$ cat config.mk
export PLATFORM = sky130hd
export DESIGN_NAME = cde_ctrl_flat
export DESIGN_NICKNAME = d
export VERILOG_FILES = /design/src/rtl/cde_pkg.sv /design/src/rtl/cde_if.sv /design/src/rtl/cde_wait_timer.sv /design/src/rtl/cde_ctrl.sv /design/src/flat_wrapper.sv
export SDC_FILE = /design/constraint.sdc
export NUM_CORES = 1
export LEC_CHECK = 0
export BUFFER_PORTS_ARGS = -buffer_cell sky130_fd_sc_hd__buf_2
export CAP_MARGIN = 20
export CORE_AREA = 2 2 68 70
export DETAILED_ROUTE_END_ITERATION = 6
export DIE_AREA = 0 0 70 72
export PLACE_DENSITY = 0.82
export SYNTH_ARGS = -nofsm -noshare
export SYNTH_HDL_FRONTEND = slang
export SYNTH_SLANG_ARGS = --single-unit
$ cat constraint.sdc
create_clock -name clk -period 3.1 [get_ports clk]
set_clock_uncertainty 0.2 [all_clocks]
set_input_delay 0.465 -clock clk [delete_from_list [all_inputs] [get_ports clk]]
set_output_delay 0.465 -clock clk [all_outputs]
set_load 0.005 [all_outputs]
$ cat src/rtl/cde_pkg.sv
// Shared types for the credential datapath sequencer.
package cde_pkg;

  typedef enum logic [1:0] {
    OpBoot  = 2'd0,
    OpLogin = 2'd1,
    OpStore = 2'd2,
    OpRsvd  = 2'd3
  } op_e;

  typedef enum logic [1:0] {
    StatOk   = 2'd0,
    StatMiss = 2'd1,
    StatFull = 2'd2,
    StatErr  = 2'd3
  } status_e;

  typedef enum logic [3:0] {
    StIdle,
    StBootRd,
    StBootWr,
    StAccLoad,
    StStoreAcc,
    StCamStart,
    StCamWait,
    StLoginRd,
    StDecStart,
    StDecWait,
    StKey,
    StEncStart,
    StEncWait,
    StStoreWr,
    StStoreCam,
    StDone
  } state_e;

  function automatic int unsigned max_u(input int unsigned a, input int unsigned b);
    return (a > b) ? a : b;
  endfunction

endpackage

$ cat src/rtl/cde_if.sv
// Request/response and flash handshake bundle between a host and cde_ctrl.
interface cde_if #(
  parameter int unsigned ADDR_WIDTH = 4
) ();
  import cde_pkg::*;

  logic                req_valid;
  op_e                 req_op;
  logic [ADDR_WIDTH:0] boot_count;
  logic                req_ready;
  logic                resp_valid;
  status_e             resp_status;
  logic                flash_rd_req;
  logic                flash_rd_ack;
  logic                flash_wr_req;
  logic                flash_wr_ack;

  modport master (
    output req_valid, req_op, boot_count, flash_rd_ack, flash_wr_ack,
    input  req_ready, resp_valid, resp_status, flash_rd_req, flash_wr_req
  );

  modport slave (
    input  req_valid, req_op, boot_count, flash_rd_ack, flash_wr_ack,
    output req_ready, resp_valid, resp_status, flash_rd_req, flash_wr_req
  );

endinterface

$ cat src/rtl/cde_wait_timer.sv
// Down-counter shared by the CAM latency wait and the handshake timeouts.
// expire is high while the count sits at zero.
module cde_wait_timer #(
  parameter int unsigned WIDTH = 7
) (
  input  logic             clk,
  input  logic             rst,
  input  logic             load,
  input  logic             count,
  input  logic [WIDTH-1:0] load_val,
  output logic             expire
);

  logic [WIDTH-1:0] cnt_q, cnt_d;

  // Load wins over counting; counting stops at zero.
  always_comb begin
    cnt_d = cnt_q;
    if (load) begin
      cnt_d = load_val;
    end else if (count && (cnt_q != '0)) begin
      cnt_d = cnt_q - 1'b1;
    end
  end

  // Counter register.
  always_ff @(posedge clk) begin
    if (rst) begin
      cnt_q <= '0;
    end else begin
      cnt_q <= cnt_d;
    end
  end

  assign expire = (cnt_q == '0);

endmodule

$ cat src/rtl/cde_ctrl.sv
// Control sequencer for the credential datapath: BOOT / LOGIN / STORE requests,
// flash handshakes and CAM/AES latencies, one status per request.
module cde_ctrl
  import cde_pkg::*;
#(
  parameter int unsigned ADDR_WIDTH  = 4,
  parameter int unsigned CAM_LAT     = 2,
  parameter int unsigned TIMEOUT_CYC = 64
) (
  input  logic                  clk,
  input  logic                  rst,
  cde_if.slave                  bus,
  input  logic                  match,
  input  logic                  dec_done,
  input  logic                  ready_encryption,
  output logic                  cam_start,
  output logic                  start_dec,
  output logic                  start_enc,
  output logic                  flash_pass_reg,
  output logic                  flash_acc_reg,
  output logic                  flash_or_acc_reg,
  output logic                  flash_or_acc_sel,
  output logic                  pass_enc_reg,
  output logic                  new_old_pass_sel,
  output logic                  plain_reg,
  output logic                  local_master_reg,
  output logic                  local_master_sel,
  output logic                  out_reg,
  output logic                  write_en,
  output logic                  boot_lood,
  output logic [ADDR_WIDTH-1:0] write_add
);

  localparam int unsigned Depth  = 2 ** ADDR_WIDTH;
  localparam int unsigned TimerW = $clog2(max_u(TIMEOUT_CYC, CAM_LAT) + 1);
  localparam logic [ADDR_WIDTH:0] DepthW  = (ADDR_WIDTH + 1)'(Depth);
  // Timer is loaded the cycle before a launch, so the launch cycle itself counts.
  localparam logic [TimerW-1:0]   ToLoad  = TimerW'(TIMEOUT_CYC - 1);
  localparam logic [TimerW-1:0]   CamLoad = TimerW'(CAM_LAT);

  state_e                state_q, state_d;
  op_e                   op_q, op_d;
  status_e               status_q, status_d;
  logic [ADDR_WIDTH-1:0] addr_q, addr_d;
  logic [ADDR_WIDTH:0]   boot_q, boot_d;
  logic [ADDR_WIDTH:0]   entry_q, entry_d;
  logic [ADDR_WIDTH:0]   addr_nxt;
  logic                  tmr_load, tmr_expire;
  logic [TimerW-1:0]     tmr_val;

  assign addr_nxt = {1'b0, addr_q} + 1'b1;

  cde_wait_timer #(
    .WIDTH (TimerW)
  ) u_timer (
    .clk      (clk),
    .rst      (rst),
    .load     (tmr_load),
    .count    (state_q != StIdle),
    .load_val (tmr_val),
    .expire   (tmr_expire)
  );

  // Next-state and all outputs; everything stays low while rst is high.
  always_comb begin
    state_d          = state_q;
    op_d             = op_q;
    status_d         = status_q;
    addr_d           = addr_q;
    boot_d           = boot_q;
    entry_d          = entry_q;
    tmr_load         = 1'b0;
    tmr_val          = ToLoad;
    bus.req_ready    = 1'b0;
    bus.resp_valid   = 1'b0;
    bus.resp_status  = StatOk;
    bus.flash_rd_req = 1'b0;
    bus.flash_wr_req = 1'b0;
    cam_start        = 1'b0;
    start_dec        = 1'b0;
    start_enc        = 1'b0;
    flash_pass_reg   = 1'b0;
    flash_acc_reg    = 1'b0;
    flash_or_acc_reg = 1'b0;
    flash_or_acc_sel = 1'b0;
    pass_enc_reg     = 1'b0;
    new_old_pass_sel = 1'b0;
    plain_reg        = 1'b0;
    local_master_reg = 1'b0;
    local_master_sel = 1'b0;
    out_reg          = 1'b0;
    write_en         = 1'b0;
    boot_lood        = 1'b0;
    write_add        = '0;
    if (!rst) begin
      unique case (state_q)
        StIdle: begin
          bus.req_ready = 1'b1;
          if (bus.req_valid) begin
            op_d   = bus.req_op;
            addr_d = '0;
            unique case (bus.req_op)
              OpBoot: begin
                boot_d = (bus.boot_count > DepthW) ? DepthW : bus.boot_count;
                if (bus.boot_count == '0) begin
                  entry_d  = '0;
                  status_d = StatOk;
                  state_d  = StDone;
                end else begin
                  tmr_load = 1'b1;
                  state_d  = StBootRd;
                end
              end
              OpLogin: state_d = StAccLoad;
              OpStore: begin
                if (entry_q == DepthW) begin
                  status_d = StatFull;
                  state_d  = StDone;
                end else begin
                  state_d = StAccLoad;
                end
              end
              OpRsvd: begin
                status_d = StatErr;
                state_d  = StDone;
              end
            endcase
          end
        end
        StBootRd: begin
          write_add        = addr_q;
          bus.flash_rd_req = 1'b1;
          if (bus.flash_rd_ack) begin
            flash_or_acc_reg = 1'b1;
            state_d          = StBootWr;
          end else if (tmr_expire) begin
            status_d = StatErr;
            state_d  = StDone;
          end
        end
        StBootWr: begin
          write_en  = 1'b1;
          write_add = addr_q;
          if (addr_nxt == boot_q) begin
            entry_d  = boot_q;
            status_d = StatOk;
            state_d  = StDone;
          end else begin
            addr_d   = addr_nxt[ADDR_WIDTH-1:0];
            tmr_load = 1'b1;
            state_d  = StBootRd;
          end
        end
        StAccLoad: begin
          flash_or_acc_sel = 1'b1;
          flash_or_acc_reg = 1'b1;
          if (op_q == OpLogin) begin
            tmr_load = 1'b1;
            tmr_val  = CamLoad;
            state_d  = StCamStart;
          end else begin
            state_d = StStoreAcc;
          end
        end
        StStoreAcc: begin
          flash_acc_reg = 1'b1;
          state_d       = StKey;
        end
        StCamStart: begin
          cam_start = 1'b1;
          state_d   = StCamWait;
        end
        StCamWait: begin
          if (tmr_expire) begin
            if (match) begin
              tmr_load = 1'b1;
              state_d  = StLoginRd;
            end else begin
              status_d = StatMiss;
              state_d  = StDone;
            end
          end
        end
        StLoginRd: begin
          boot_lood        = 1'b1;
          bus.flash_rd_req = 1'b1;
          if (bus.flash_rd_ack) begin
            pass_enc_reg = 1'b1;
            tmr_load     = 1'b1;
            state_d      = StDecStart;
          end else if (tmr_expire) begin
            status_d = StatErr;
            state_d  = StDone;
          end
        end
        StDecStart: begin
          start_dec = 1'b1;
          state_d   = StDecWait;
        end
        StDecWait: begin
          if (dec_done) begin
            state_d = StKey;
          end else if (tmr_expire) begin
            status_d = StatErr;
            state_d  = StDone;
          end
        end
        StKey: begin
          // LOGIN re-encrypts the recovered password; STORE encrypts the new one.
          new_old_pass_sel = (op_q == OpLogin);
          plain_reg        = 1'b1;
          local_master_sel = (op_q == OpLogin);
          local_master_reg = 1'b1;
          tmr_load         = 1'b1;
          state_d          = StEncStart;
        end
        StEncStart: begin
          start_enc = 1'b1;
          state_d   = StEncWait;
        end
        StEncWait: begin
          if (ready_encryption) begin
            if (op_q == OpLogin) begin
              out_reg  = 1'b1;
              status_d = StatOk;
              state_d  = StDone;
            end else begin
              flash_pass_reg = 1'b1;
              tmr_load       = 1'b1;
              state_d        = StStoreWr;
            end
          end else if (tmr_expire) begin
            status_d = StatErr;
            state_d  = StDone;
          end
        end
        StStoreWr: begin
          write_add        = entry_q[ADDR_WIDTH-1:0];
          bus.flash_wr_req = 1'b1;
          if (bus.flash_wr_ack) begin
            state_d = StStoreCam;
          end else if (tmr_expire) begin
            status_d = StatErr;
            state_d  = StDone;
          end
        end
        StStoreCam: begin
          write_en  = 1'b1;
          write_add = entry_q[ADDR_WIDTH-1:0];
          if (entry_q != DepthW) begin
            entry_d = entry_q + 1'b1;
          end
          status_d = StatOk;
          state_d  = StDone;
        end
        StDone: begin
          bus.resp_valid  = 1'b1;
          bus.resp_status = status_q;
          state_d         = StIdle;
        end
        default: state_d = StIdle;
      endcase
    end
  end

  // State and bookkeeping registers.
  always_ff @(posedge clk) begin
    if (rst) begin
      state_q  <= StIdle;
      op_q     <= OpBoot;
      status_q <= StatOk;
      addr_q   <= '0;
      boot_q   <= '0;
      entry_q  <= '0;
    end else begin
      state_q  <= state_d;
      op_q     <= op_d;
      status_q <= status_d;
      addr_q   <= addr_d;
      boot_q   <= boot_d;
      entry_q  <= entry_d;
    end
  end

endmodule
$ cat src/flat_wrapper.sv
// flat-port wrapper written by rule: the top's interface ports become plain ports
module cde_ctrl_flat import cde_pkg::*;
#(
  parameter int unsigned ADDR_WIDTH  = 4,
  parameter int unsigned CAM_LAT     = 2,
  parameter int unsigned TIMEOUT_CYC = 64
)
  (clk, rst, match, dec_done, ready_encryption, cam_start, start_dec, start_enc, flash_pass_reg, flash_acc_reg, flash_or_acc_reg, flash_or_acc_sel, pass_enc_reg, new_old_pass_sel, plain_reg, local_master_reg, local_master_sel, out_reg, write_en, boot_lood, write_add, bus_req_valid, bus_req_op, bus_boot_count, bus_flash_rd_ack, bus_flash_wr_ack, bus_req_ready, bus_resp_valid, bus_resp_status, bus_flash_rd_req, bus_flash_wr_req);
  cde_if #(.ADDR_WIDTH(ADDR_WIDTH)) bus_i ();
  input  logic clk;
  input  logic rst;
  input  logic match;
  input  logic dec_done;
  input  logic ready_encryption;
  output logic cam_start;
  output logic start_dec;
  output logic start_enc;
  output logic flash_pass_reg;
  output logic flash_acc_reg;
  output logic flash_or_acc_reg;
  output logic flash_or_acc_sel;
  output logic pass_enc_reg;
  output logic new_old_pass_sel;
  output logic plain_reg;
  output logic local_master_reg;
  output logic local_master_sel;
  output logic out_reg;
  output logic write_en;
  output logic boot_lood;
  output logic [ADDR_WIDTH-1:0] write_add;
  input wire logic [$bits(bus_i.req_valid)-1:0] bus_req_valid;
  input wire logic [$bits(bus_i.req_op)-1:0] bus_req_op;
  input wire logic [$bits(bus_i.boot_count)-1:0] bus_boot_count;
  input wire logic [$bits(bus_i.flash_rd_ack)-1:0] bus_flash_rd_ack;
  input wire logic [$bits(bus_i.flash_wr_ack)-1:0] bus_flash_wr_ack;
  output wire logic [$bits(bus_i.req_ready)-1:0] bus_req_ready;
  output wire logic [$bits(bus_i.resp_valid)-1:0] bus_resp_valid;
  output wire logic [$bits(bus_i.resp_status)-1:0] bus_resp_status;
  output wire logic [$bits(bus_i.flash_rd_req)-1:0] bus_flash_rd_req;
  output wire logic [$bits(bus_i.flash_wr_req)-1:0] bus_flash_wr_req;
  assign bus_i.req_valid = bus_req_valid;
  assign bus_i.req_op = bus_req_op;
  assign bus_i.boot_count = bus_boot_count;
  assign bus_i.flash_rd_ack = bus_flash_rd_ack;
  assign bus_i.flash_wr_ack = bus_flash_wr_ack;
  assign bus_req_ready = bus_i.req_ready;
  assign bus_resp_valid = bus_i.resp_valid;
  assign bus_resp_status = bus_i.resp_status;
  assign bus_flash_rd_req = bus_i.flash_rd_req;
  assign bus_flash_wr_req = bus_i.flash_wr_req;
  cde_ctrl #(.ADDR_WIDTH(ADDR_WIDTH), .CAM_LAT(CAM_LAT), .TIMEOUT_CYC(TIMEOUT_CYC)) u_core (.clk(clk), .rst(rst), .bus(bus_i), .match(match), .dec_done(dec_done), .ready_encryption(ready_encryption), .cam_start(cam_start), .start_dec(start_dec), .start_enc(start_enc), .flash_pass_reg(flash_pass_reg), .flash_acc_reg(flash_acc_reg), .flash_or_acc_reg(flash_or_acc_reg), .flash_or_acc_sel(flash_or_acc_sel), .pass_enc_reg(pass_enc_reg), .new_old_pass_sel(new_old_pass_sel), .plain_reg(plain_reg), .local_master_reg(local_master_reg), .local_master_sel(local_master_sel), .out_reg(out_reg), .write_en(write_en), .boot_lood(boot_lood), .write_add(write_add));
endmodule
==> impl_metrics.py, run 1 <==
metrics = {
    "sta": {
        "slew_viol_final": 0,
        "rsz0062_at_grt": "false",
        "fin_crit_sh_pct": 88.91,
        "setup-violations-final": 0,
        "relSlewSlack_pct": 44.50,
        "final.setup.tns_ns": 0,
        "worst_slew_pin_slew_ns": 0.8313,
        "hold_viol": 0,
        "finalCriticalPeriod_ns": 2.756,
        "whs_ns": 0.2491,
        "fmax_ghz": 0.3628,
    },
    "global_route": {
        "antenna_found_initial": 0,
        "grt_pass1_vias": 2222,
        "grt-busiest-layer": "met2",
        "grt_usage_pct": 26.21,
        "grt_util_met1_pct": 36.34,
        "grt_use_met2_pct": 40.74,
        "grt_max_degree": 28,
        "met3_usage_pct": 4.861,
        "grt_pass1_wl_mm": 10.66,
        "grt_overflow": 0,
    },
    "critical_path": {
        "rrSetupSlack_ns": 0.35,
        "path_max_fanout": 27,
        "ff2ff_path_depth": 8,
        "criticalPathCategory": "register to primary output",
        "crit_buf_inv": 1,
        "r2r_end": "u_core.status_q[0]",
        "crit_chain": "nor2b_1 > and3_1 > nand2_1 > nor2_1 > buf_2",
        "cp-start-kind": "register",
        "worstReg2RegStart": "u_core.u_timer.cnt_q[0]",
        "crit_path_end_kind": "primary output",
        "slowest_stage": "dfxtp_1",
        "required_ns": 2.43,
        "cpPeakStageDelay_ns": 0.87,
        "worstPathArrival_ns": 2.09,
        "cp_top_family": "flip-flops",
    },
    "detailed_routing": {
        "vias": 2540,
        "drt_iter0_markers": 429,
        "drc_errors": 0,
        "wl_per_cell_um": 16.13,
        "drt-total-wl_mm": 6.599,
        "routed_via_density": 6.210,
        "ant_nets": 0,
        "firstDrtPassIters": 6,
    },
    "yosys": {
        "synth-edff-count": 0,
        "async_flop_share_pct": 0,
        "syn_inst": 323,
        "ys_ff_latch": 29,
        "seq_area_frac_synth_pct": 24.67,
        "avgSynthCellArea_um2": 7.286,
        "synth-compound-area-share_pct": 26.26,
        "synthXorXnorAreaFrac_pct": 3.721,
        "netlist_area_mm2": 0.002354,
        "dominantRegCellSynth": "dfxtp_1",
        "ys_types": 62,
        "synth_nets": 346,
        "post_synth_mux_area_share_pct": 0.4253,
        "synth_top_family_by_area": "simple AND/OR/NAND/NOR gates",
        "yosys_warnings": 0,
        "synth-simple-area-share_pct": 33.97,
        "synth_fa_ha_area_share_pct": 4.253,
    },
    "run": {
        "drv_cap": 0,
    },
    "min_path": {
        "holdPathStages": 3,
        "hp-start": "bus_req_op[0]",
        "hold_end": "u_core.op_q[0]",
        "hp-class": "primary input to register",
    },
    "placement": {
        "dp_cells": 401,
        "gp_congestion": 0.9670,
        "port_buffers": 39,
        "hpwlAfterDp_mm": 4.867,
    },
    "clocking": {
        "tritoncts": "yes",
        "ctsResizeCount": 0,
        "insertion_delay_ns": 0.29,
        "h-tree-depth": 2,
        "cts-hold-fix-buffers": 0,
        "cts.sinks": 29,
        "cts_buffers": 5,
        "cts-root-buf": "clkbuf_8",
        "cts.clk_slew.worst_paths_ns": 0.07,
        "cts_buffer_depth": 2,
        "post_cts_buffers": 0,
    },
    "layout": {
        "utilization_pct": 62.62,
        "nNetsFinal": 379,
        "area_growth_syn_to_layout_pct": 13.45,
        "drive_above_1_share_pct": 17.37,
        "antenna_cells": 0,
        "final_cells": 409,
    },
    "floorplanning": {
        "initial_core_util_pct": 55.19,
        "num_io_pins": 40,
        "core_area_mm2": 0.004264,
        "die_area_mm2": 0.005040,
        "die_width_um": 70,
        "rows": 24,
        "die_h_um": 72,
    },
    "pwr": {
        "powerDensity_mw_per_mm2": 906.1,
        "p_leak_nw": 1.110,
        "vdd_ir_drop_max_mv": 0.5560,
    },
    "run_status": {
        "outcome": "finished, final reports clean",
    },
}
[how the worst max path moves through the flow]
stage	cells after the start	from	endpoint	slack [ns]
finish	5	u_core.state_q[3]	flash_pass_reg	0.34
global placement	7	u_core.addr_q[0]	u_core.entry_q[1]	0.48
floorplan	8	u_core.addr_q[0]	u_core.entry_q[0]	0.59
CTS	5	u_core.state_q[3]	flash_pass_reg	0.40
detailed placement	5	u_core.state_q[3]	u_core.u_timer.cnt_q[6]	0.41
global route	5	u_core.state_q[3]	u_core.u_timer.cnt_q[6]	0.19
[placed cells by master (no fill, tap or decap), types with 3 or more instances in the layout]
cell type	n
or4_1	3
o32ai_1	3
dfxtp_1	29
xnor2_1	4
nor2b_1	7
ha_1	8
a22oi_1	6
o22ai_1	5
a21oi_1	30
buf_2	39
nand2b_1	8
a2111oi_0	3
nor4_1	3
xor2_1	6
nand2_1	33
and3_1	4
buf_4	7
nor2_1	31
and2_1	7
inv_1	11
clkbuf_8	6
nand3_1	11
nor3b_1	5
a211oi_1	5
nor3_1	21
o21ai_0	17
[flip-flops by register name, indices dropped and copies added, names as in the netlist]
signal	flops
u_core.u_timer.cnt_q	7
u_core.state_q	4
u_core.status_q	2
u_core.op_q	2
u_core.entry_q	5
u_core.addr_q	4
u_core.boot_q	5
[final cells by class]
type,instances,area (um^2)
clock buffers,7,86.33
clock inverters,1,30.03
fillers,374,1594
inverters,12,45.04
multi-input cells,262,1615
flip-flops and latches,29,580.6
well taps,52,65.06
repair buffers,46,247.7
[where the power goes]
group / total, mW / switching (mW) / internal, mW
clock: 0.416 / 0.155 / 0.262
sequential: 0.648 / 0.183 / 0.465
combinational: 1.35 / 0.812 / 0.542
total: 2.42 / 1.15 / 1.27
[Yosys cell counts, types with 4 or more instances]
library cell / instances / area, um^2
nand2_1: 33 / 123.9
and2_1: 7 / 43.79
xor2_1: 6 / 52.55
a22oi_1: 6 / 45.04
inv_1: 11 / 41.29
o21ai_0: 17 / 85.08
nand3_1: 11 / 55.05
nand2b_1: 8 / 50.05
xnor2_1: 4 / 35.03
dfxtp_1: 29 / 580.6
a21oi_1: 30 / 150.1
a211oi_1: 5 / 37.54
clkbuf_1: 11 / 41.29
nor2b_1: 7 / 43.79
nor3b_1: 5 / 37.54
o22ai_1: 5 / 31.28
and3_1: 4 / 25.02
buf_4: 4 / 30.03
nor2_1: 31 / 116.4
ha_1: 8 / 100.1
nor3_1: 21 / 105.1
[worst min-delay path: stages]
cell and delay [ns]:
buf_2 0.11, nand2_1 0.05, a21oi_1 0.05
[metal layers]
layer | wire length, um | vias up
met4 | 107 | 0
met2 | 2987 | 120
met1 | 2988 | 1166
li1 | - | 1245
met5 | 0 | -
met3 | 516 | 9
[per-stage QoR]
step / worst slack (ns) / power [mW] / area (um^2)
detailed placement: 0.4141 / 1.961 / 2554
finish: 0.3438 / 2.419 / 2670
global route: 0.1950 / 2.594 / 2670
global placement: 0.4768 / 1.924 / 2554
CTS: 0.4049 / 2.380 / 2670
floorplan: 0.5901 / 1.660 / 2354
[logic make-up (layout without fill, tap and decap cells)]
logic type | Yosys count | after routing
XOR/XNOR | 10 | 10
AO/OA/AOI/OAI | 93 | 93
buffers and inverters | 32 | 66
adder cells (fa/ha/maj) | 8 | 8
flip-flops | 29 | 29
AND/OR/NAND/NOR | 150 | 150
multiplexers | 1 | 1
(Power assumes the default switching activity.)
==> run 2, diff against run 1 <==
--- a/config.mk
+++ b/config.mk
@@ -10,7 +10,7 @@
 export CORE_AREA = 2 2 68 70
 export DETAILED_ROUTE_END_ITERATION = 6
 export DIE_AREA = 0 0 70 72
-export PLACE_DENSITY = 0.82
+export PLACE_DENSITY = 0.87
 export SYNTH_ARGS = -nofsm -noshare
 export SYNTH_HDL_FRONTEND = slang
 export SYNTH_SLANG_ARGS = --single-unit
==> impl_metrics.py, run 2 (synthesis results as in run 1) <==
metrics = {
    "run_status": {
        "outcome": "finished, final reports clean",
    },
    "layout": {
        "largest_register_ffs": 7,
        "final_common_cell": "buf_2",
        "antenna_cells": 0,
        "nNetsFinal": 383,
        "drive_above_1_share_pct": 18.28,
        "reg_top3": "u_core.u_timer.cnt_q: 7 flops, u_core.boot_q: 5 flops, u_core.entry_q: 5 flops",
        "largest-register": "u_core.u_timer.cnt_q",
        "design_area_mm2": 0.002700,
        "area_growth_syn_to_layout_pct": 14.73,
        "layout_common_cells": "39 x buf_2, 33 x nand2_1, 31 x nor2_1",
    },
    "detailed_routing": {
        "drc_errors": 0,
        "ant_nets": 0,
        "drt_iter0_markers": 448,
        "drt-total-wl_mm": 6.675,
        "vias": 2652,
        "firstDrtPassIters": 6,
        "routed_via_density": 6.421,
        "wl_per_cell_um": 16.16,
    },
    "clocking": {
        "cts-root-buf": "clkbuf_8",
        "h-tree-depth": 2,
        "cts-hold-fix-buffers": 0,
        "cts.clk_slew.worst_paths_ns": 0.06,
        "tritoncts": "yes",
        "cts.sinks": 29,
        "insertion_delay_ns": 0.29,
        "post_cts_buffers": 0,
        "ctsResizeCount": 0,
        "cts_buffers": 5,
        "cts_buffer_depth": 2,
    },
    "pwr": {
        "p_sw_mw": 1.162,
        "vdd_ir_drop_max_mv": 0.4388,
        "p_leak_nw": 1.130,
        "seqPwrFrac_pct": 24.6,
        "finalPower_mw": 2.455,
        "combPwrFrac_pct": 58.5,
        "power_frac_clock_pct": 16.9,
        "internal_power_mw": 1.292,
        "switching_share_pct": 47.35,
        "powerDensity_mw_per_mm2": 909.1,
    },
    "global_route": {
        "grt_overflow": 0,
        "grt_max_degree": 26,
        "grt_pass1_wl_mm": 10.81,
        "grt_usage_pct": 26.37,
        "grt_pass1_vias": 2362,
        "antenna_found_initial": 0,
    },
    "critical_path": {
        "r2r_end": "u_core.u_timer.cnt_q[6]",
        "rrSetupSlack_ns": 0.43,
        "cp-start-kind": "register",
        "required_ns": 2.43,
        "ff2ff_path_depth": 7,
        "worstPathArrival_ns": 2.12,
        "crit_path_end_kind": "primary output",
        "worstReg2RegStart": "u_core.addr_q[0]",
        "criticalPathCategory": "register to primary output",
        "path_max_fanout": 20,
    },
    "sta": {
        "slew_viol_final": 0,
        "fmax_ghz": 0.3595,
        "hold_viol": 0,
        "worst_slew_pin_slew_ns": 0.6984,
        "relSlewSlack_pct": 52.81,
        "setup-violations-final": 0,
        "timing.final.ws_setup_ns": 0.3187,
        "final.setup.tns_ns": 0,
        "finalCriticalPeriod_ns": 2.781,
        "rsz0062_at_grt": "false",
        "fin_crit_sh_pct": 89.72,
    },
    "placement": {
        "place_ws_ns": 0.4601,
        "gp_congestion": 1.111,
        "port_buffers": 39,
        "place_area_mm2": 0.002584,
        "hpwlAfterDp_mm": 4.974,
    },
    "min_path": {
        "hold_end": "u_core.op_q[0]",
        "hp-start": "bus_req_op[0]",
        "hp-class": "primary input to register",
        "holdPathStages": 3,
    },
    "floorplanning": {
        "rows": 24,
        "num_io_pins": 40,
        "core_area_mm2": 0.004264,
        "die_area_mm2": 0.005040,
        "die_h_um": 72,
        "die_width_um": 70,
        "initial_core_util_pct": 55.19,
    },
    "run": {
        "drv_cap": 0,
    },
}
[run 2: cell count changes in the layout (fill, tap and decap cells not counted), sizes merged]
cell	change
buf	+4
[run 2: cell type report]
class,count,area [um^2]
repair buffers,50,277.8
inverters,12,45.04
multi-input cells,262,1615
flip-flops and latches,29,580.6
fillers,367,1564
clock inverters,1,30.03
well taps,52,65.06
clock buffers,7,86.33
[run 2: critical path, stage by stage, from the launching register on]
cell and delay (ns):
dfxtp_1 0.53, buf_4 0.31, nor2b_1 0.37, nand2b_1 0.17
nor3_1 0.27, buf_2 0.18
[run 2: stage by stage]
step           util [%]  instances  hold WS [ns]
5_1_grt           63.32        413        0.2600
3_5_place_dp      60.59        405        0.2460
3_3_place_gp      60.59        405        0.2394
2_1_floorplan         -        323        0.2312
6_report          63.32        413        0.2456
4_1_cts           63.32        413        0.2449
[run 2: metal layers]
metal / track usage (%) / up-vias / share of wire [%]
met4: 12.18 / 0 / 3.7
li1: - / 1257 / -
met3: 3.194 / 25 / 10
met1: 36.61 / 1195 / 42
met2: 41.16 / 175 / 44
met5: 0 / - / 0
[run 2: power groups by stage]
stage	logic, mW	clock network, mW	registers [mW]
after floorplan	1.14	0	0.523
final	1.44	0.416	0.603
after detailed placement	1.39	0	0.605
after CTS	1.40	0.418	0.598
after global placement	1.36	0	0.600
after global routing	1.59	0.431	0.619
[run 2: worst max path at each step]
stage,from,to,slack [ns],depth (start not counted)
6_report,u_core.state_q[1],local_master_sel,0.32,5
2_1_floorplan,u_core.addr_q[0],u_core.entry_q[0],0.59,8
3_3_place_gp,u_core.addr_q[0],u_core.state_q[3],0.52,8
5_1_grt,u_core.addr_q[0],u_core.entry_q[1],0.25,7
4_1_cts,u_core.state_q[1],local_master_sel,0.36,5
3_5_place_dp,u_core.addr_q[0],u_core.entry_q[0],0.46,7
==> run 3, diff against run 2 <==
--- a/config.mk
+++ b/config.mk
@@ -7,10 +7,12 @@
 export LEC_CHECK = 0
 export BUFFER_PORTS_ARGS = -buffer_cell sky130_fd_sc_hd__buf_2
 export CAP_MARGIN = 20
-export CORE_AREA = 2 2 68 70
+export CELL_PAD_IN_SITES_DETAIL_PLACEMENT = 1
+export CELL_PAD_IN_SITES_GLOBAL_PLACEMENT = 2
+export CORE_AREA = 2 2 89 91
 export DETAILED_ROUTE_END_ITERATION = 6
-export DIE_AREA = 0 0 70 72
-export PLACE_DENSITY = 0.87
+export DIE_AREA = 0 0 91 93
+export PLACE_DENSITY = 0.88
 export SYNTH_ARGS = -nofsm -noshare
 export SYNTH_HDL_FRONTEND = slang
 export SYNTH_SLANG_ARGS = --single-unit
==> impl_metrics.py, run 3 (synthesis results as in run 1) <==
metrics = {
    "run_status": {
        "outcome": "finished, final reports clean",
    },
    "detailed_routing": {
        "drt_iter0_markers": 140,
        "routed_via_density": 5.658,
        "ant_nets": 0,
        "drt-total-wl_mm": 8.079,
        "firstDrtPassIters": 4,
        "drc_errors": 0,
        "vias": 2614,
        "wl_per_cell_um": 17.49,
    },
    "layout": {
        "reg_top3": "u_core.u_timer.cnt_q: 7 flops, u_core.boot_q: 5 flops, u_core.entry_q: 5 flops",
        "nNetsFinal": 383,
        "final_common_cell": "buf_2",
        "multi_input_area_mm2": 0.001615,
        "regArea_um2": 580.6,
        "largest_register_ffs": 7,
        "layout_common_cells": "39 x buf_2, 33 x nand2_1, 31 x nor2_1",
        "antenna_cells": 0,
        "fillCellCount": 990,
        "area_growth_syn_to_layout_pct": 16.11,
        "drive_above_1_share_pct": 18.06,
        "largest-register": "u_core.u_timer.cnt_q",
        "design_area_mm2": 0.002733,
    },
    "sta": {
        "hold_viol": 0,
        "final.setup.tns_ns": 0,
        "worst_slew_pin_slew_ns": 0.8883,
        "setup-violations-final": 0,
        "finalCriticalPeriod_ns": 2.809,
        "slew_viol_final": 0,
        "fmax_ghz": 0.3560,
        "fin_crit_sh_pct": 90.61,
        "relSlewSlack_pct": 40.70,
        "rsz0062_at_grt": "false",
    },
    "floorplanning": {
        "die_width_um": 91,
        "core_area_mm2": 0.007527,
        "die_area_mm2": 0.008463,
        "initial_core_util_pct": 31.27,
        "num_io_pins": 40,
        "die_h_um": 93,
        "rows": 32,
    },
    "run": {
        "drv_cap": 0,
    },
    "pwr": {
        "power_frac_clock_pct": 14.0,
        "p_sw_mw": 1.201,
        "vdd_ir_drop_max_mv": 0.2913,
        "internal_power_mw": 1.202,
        "p_leak_nw": 1.113,
        "powerDensity_mw_per_mm2": 879.4,
        "seqPwrFrac_pct": 26.7,
        "switching_share_pct": 49.97,
        "combPwrFrac_pct": 59.2,
    },
    "critical_path": {
        "crit_chain": "nor2b_1 > nand3_1 > nor3_1 > buf_2",
        "path_max_fanout": 27,
        "cp-start-kind": "register",
        "required_ns": 2.43,
        "cpPeakStageDelay_ns": 0.90,
        "criticalPathCategory": "register to primary output",
        "crit_path_end_kind": "primary output",
        "slowest_stage": "dfxtp_1",
        "worstPathArrival_ns": 2.14,
    },
    "clocking": {
        "cts_buffers": 5,
        "cts-root-buf": "clkbuf_8",
        "insertion_delay_ns": 0.29,
        "cts.clk_slew.worst_paths_ns": 0.07,
        "cts_buffer_depth": 2,
        "cts.sinks": 29,
        "tritoncts": "yes",
        "cts-hold-fix-buffers": 0,
        "post_cts_buffers": 0,
        "h-tree-depth": 2,
        "ctsResizeCount": 0,
    },
    "placement": {
        "port_buffers": 39,
        "place_area_mm2": 0.002646,
        "hpwlAfterDp_mm": 6.270,
        "gp_congestion": 0.8385,
    },
    "min_path": {
        "hp-class": "primary input to register",
    },
    "global_route": {
        "grt_overflow": 0,
        "antenna_found_initial": 0,
        "grt_pass1_wl_mm": 13.33,
        "grt_usage_pct": 19.46,
        "grt_pass1_vias": 2655,
        "grt_max_degree": 28,
    },
}
[run 3: routing by layer]
metal	track usage, %	vias up	part of all wire [%]
li1	-	1252	-
met1	24.18	1266	46
met2	34.57	75	47
met3	2.337	21	4.0
met4	7.197	0	2.9
met5	0	-	0
[run 3: final cells by class]
class / count / area share [%]
Timing Repair Buffer: 50 / 10.16
Tap cell: 102 / 4.670
Clock buffer: 7 / 3.159
Sequential cell: 29 / 21.25
Multi-Input combinational cell: 262 / 59.11
Inverter: 12 / 1.648
[run 3: critical path, delay by kind of cell (launching register included)]
family                 cells  cell delay, ns
buffers and inverters      1            0.19
flip-flops                 1            0.90
AND/OR/NAND/NOR            3            0.76
[run 3: power by group through the flow]
stage          registers, mW  logic, mW  clock network, mW
4_1_cts                0.640       1.42              0.339
2_1_floorplan          0.523       1.14                  0
3_3_place_gp           0.640       1.38                  0
5_1_grt                0.663       1.59              0.358
6_report               0.642       1.42              0.337
3_5_place_dp           0.646       1.42                  0
[run 3: final timing paths]
path                     start  cells after the start  slack [ns]           endpoint
min              bus_req_op[1]                      3        0.25     u_core.op_q[1]
min reg2reg     u_core.op_q[1]                      2        0.26     u_core.op_q[1]
max          u_core.state_q[3]                      4        0.29            out_reg
max reg2reg  u_core.state_q[1]                      6        0.29  u_core.entry_q[0]
[run 3: metrics by stage]
stage | hold slack (ns) | instances | setup slack [ns] | power [mW] | utilization (%)
3_5_place_dp | 0.2490 | 455 | 0.3413 | 2.065 | 35.16
5_1_grt | 0.2676 | 462 | 0.04444 | 2.606 | 36.30
3_3_place_gp | 0.2411 | 455 | 0.4526 | 2.020 | 35.16
2_1_floorplan | 0.2312 | 323 | 0.5901 | 1.660 | -
6_report | 0.2533 | 462 | 0.2911 | 2.403 | 36.30
4_1_cts | 0.2506 | 462 | 0.3047 | 2.402 | 36.30
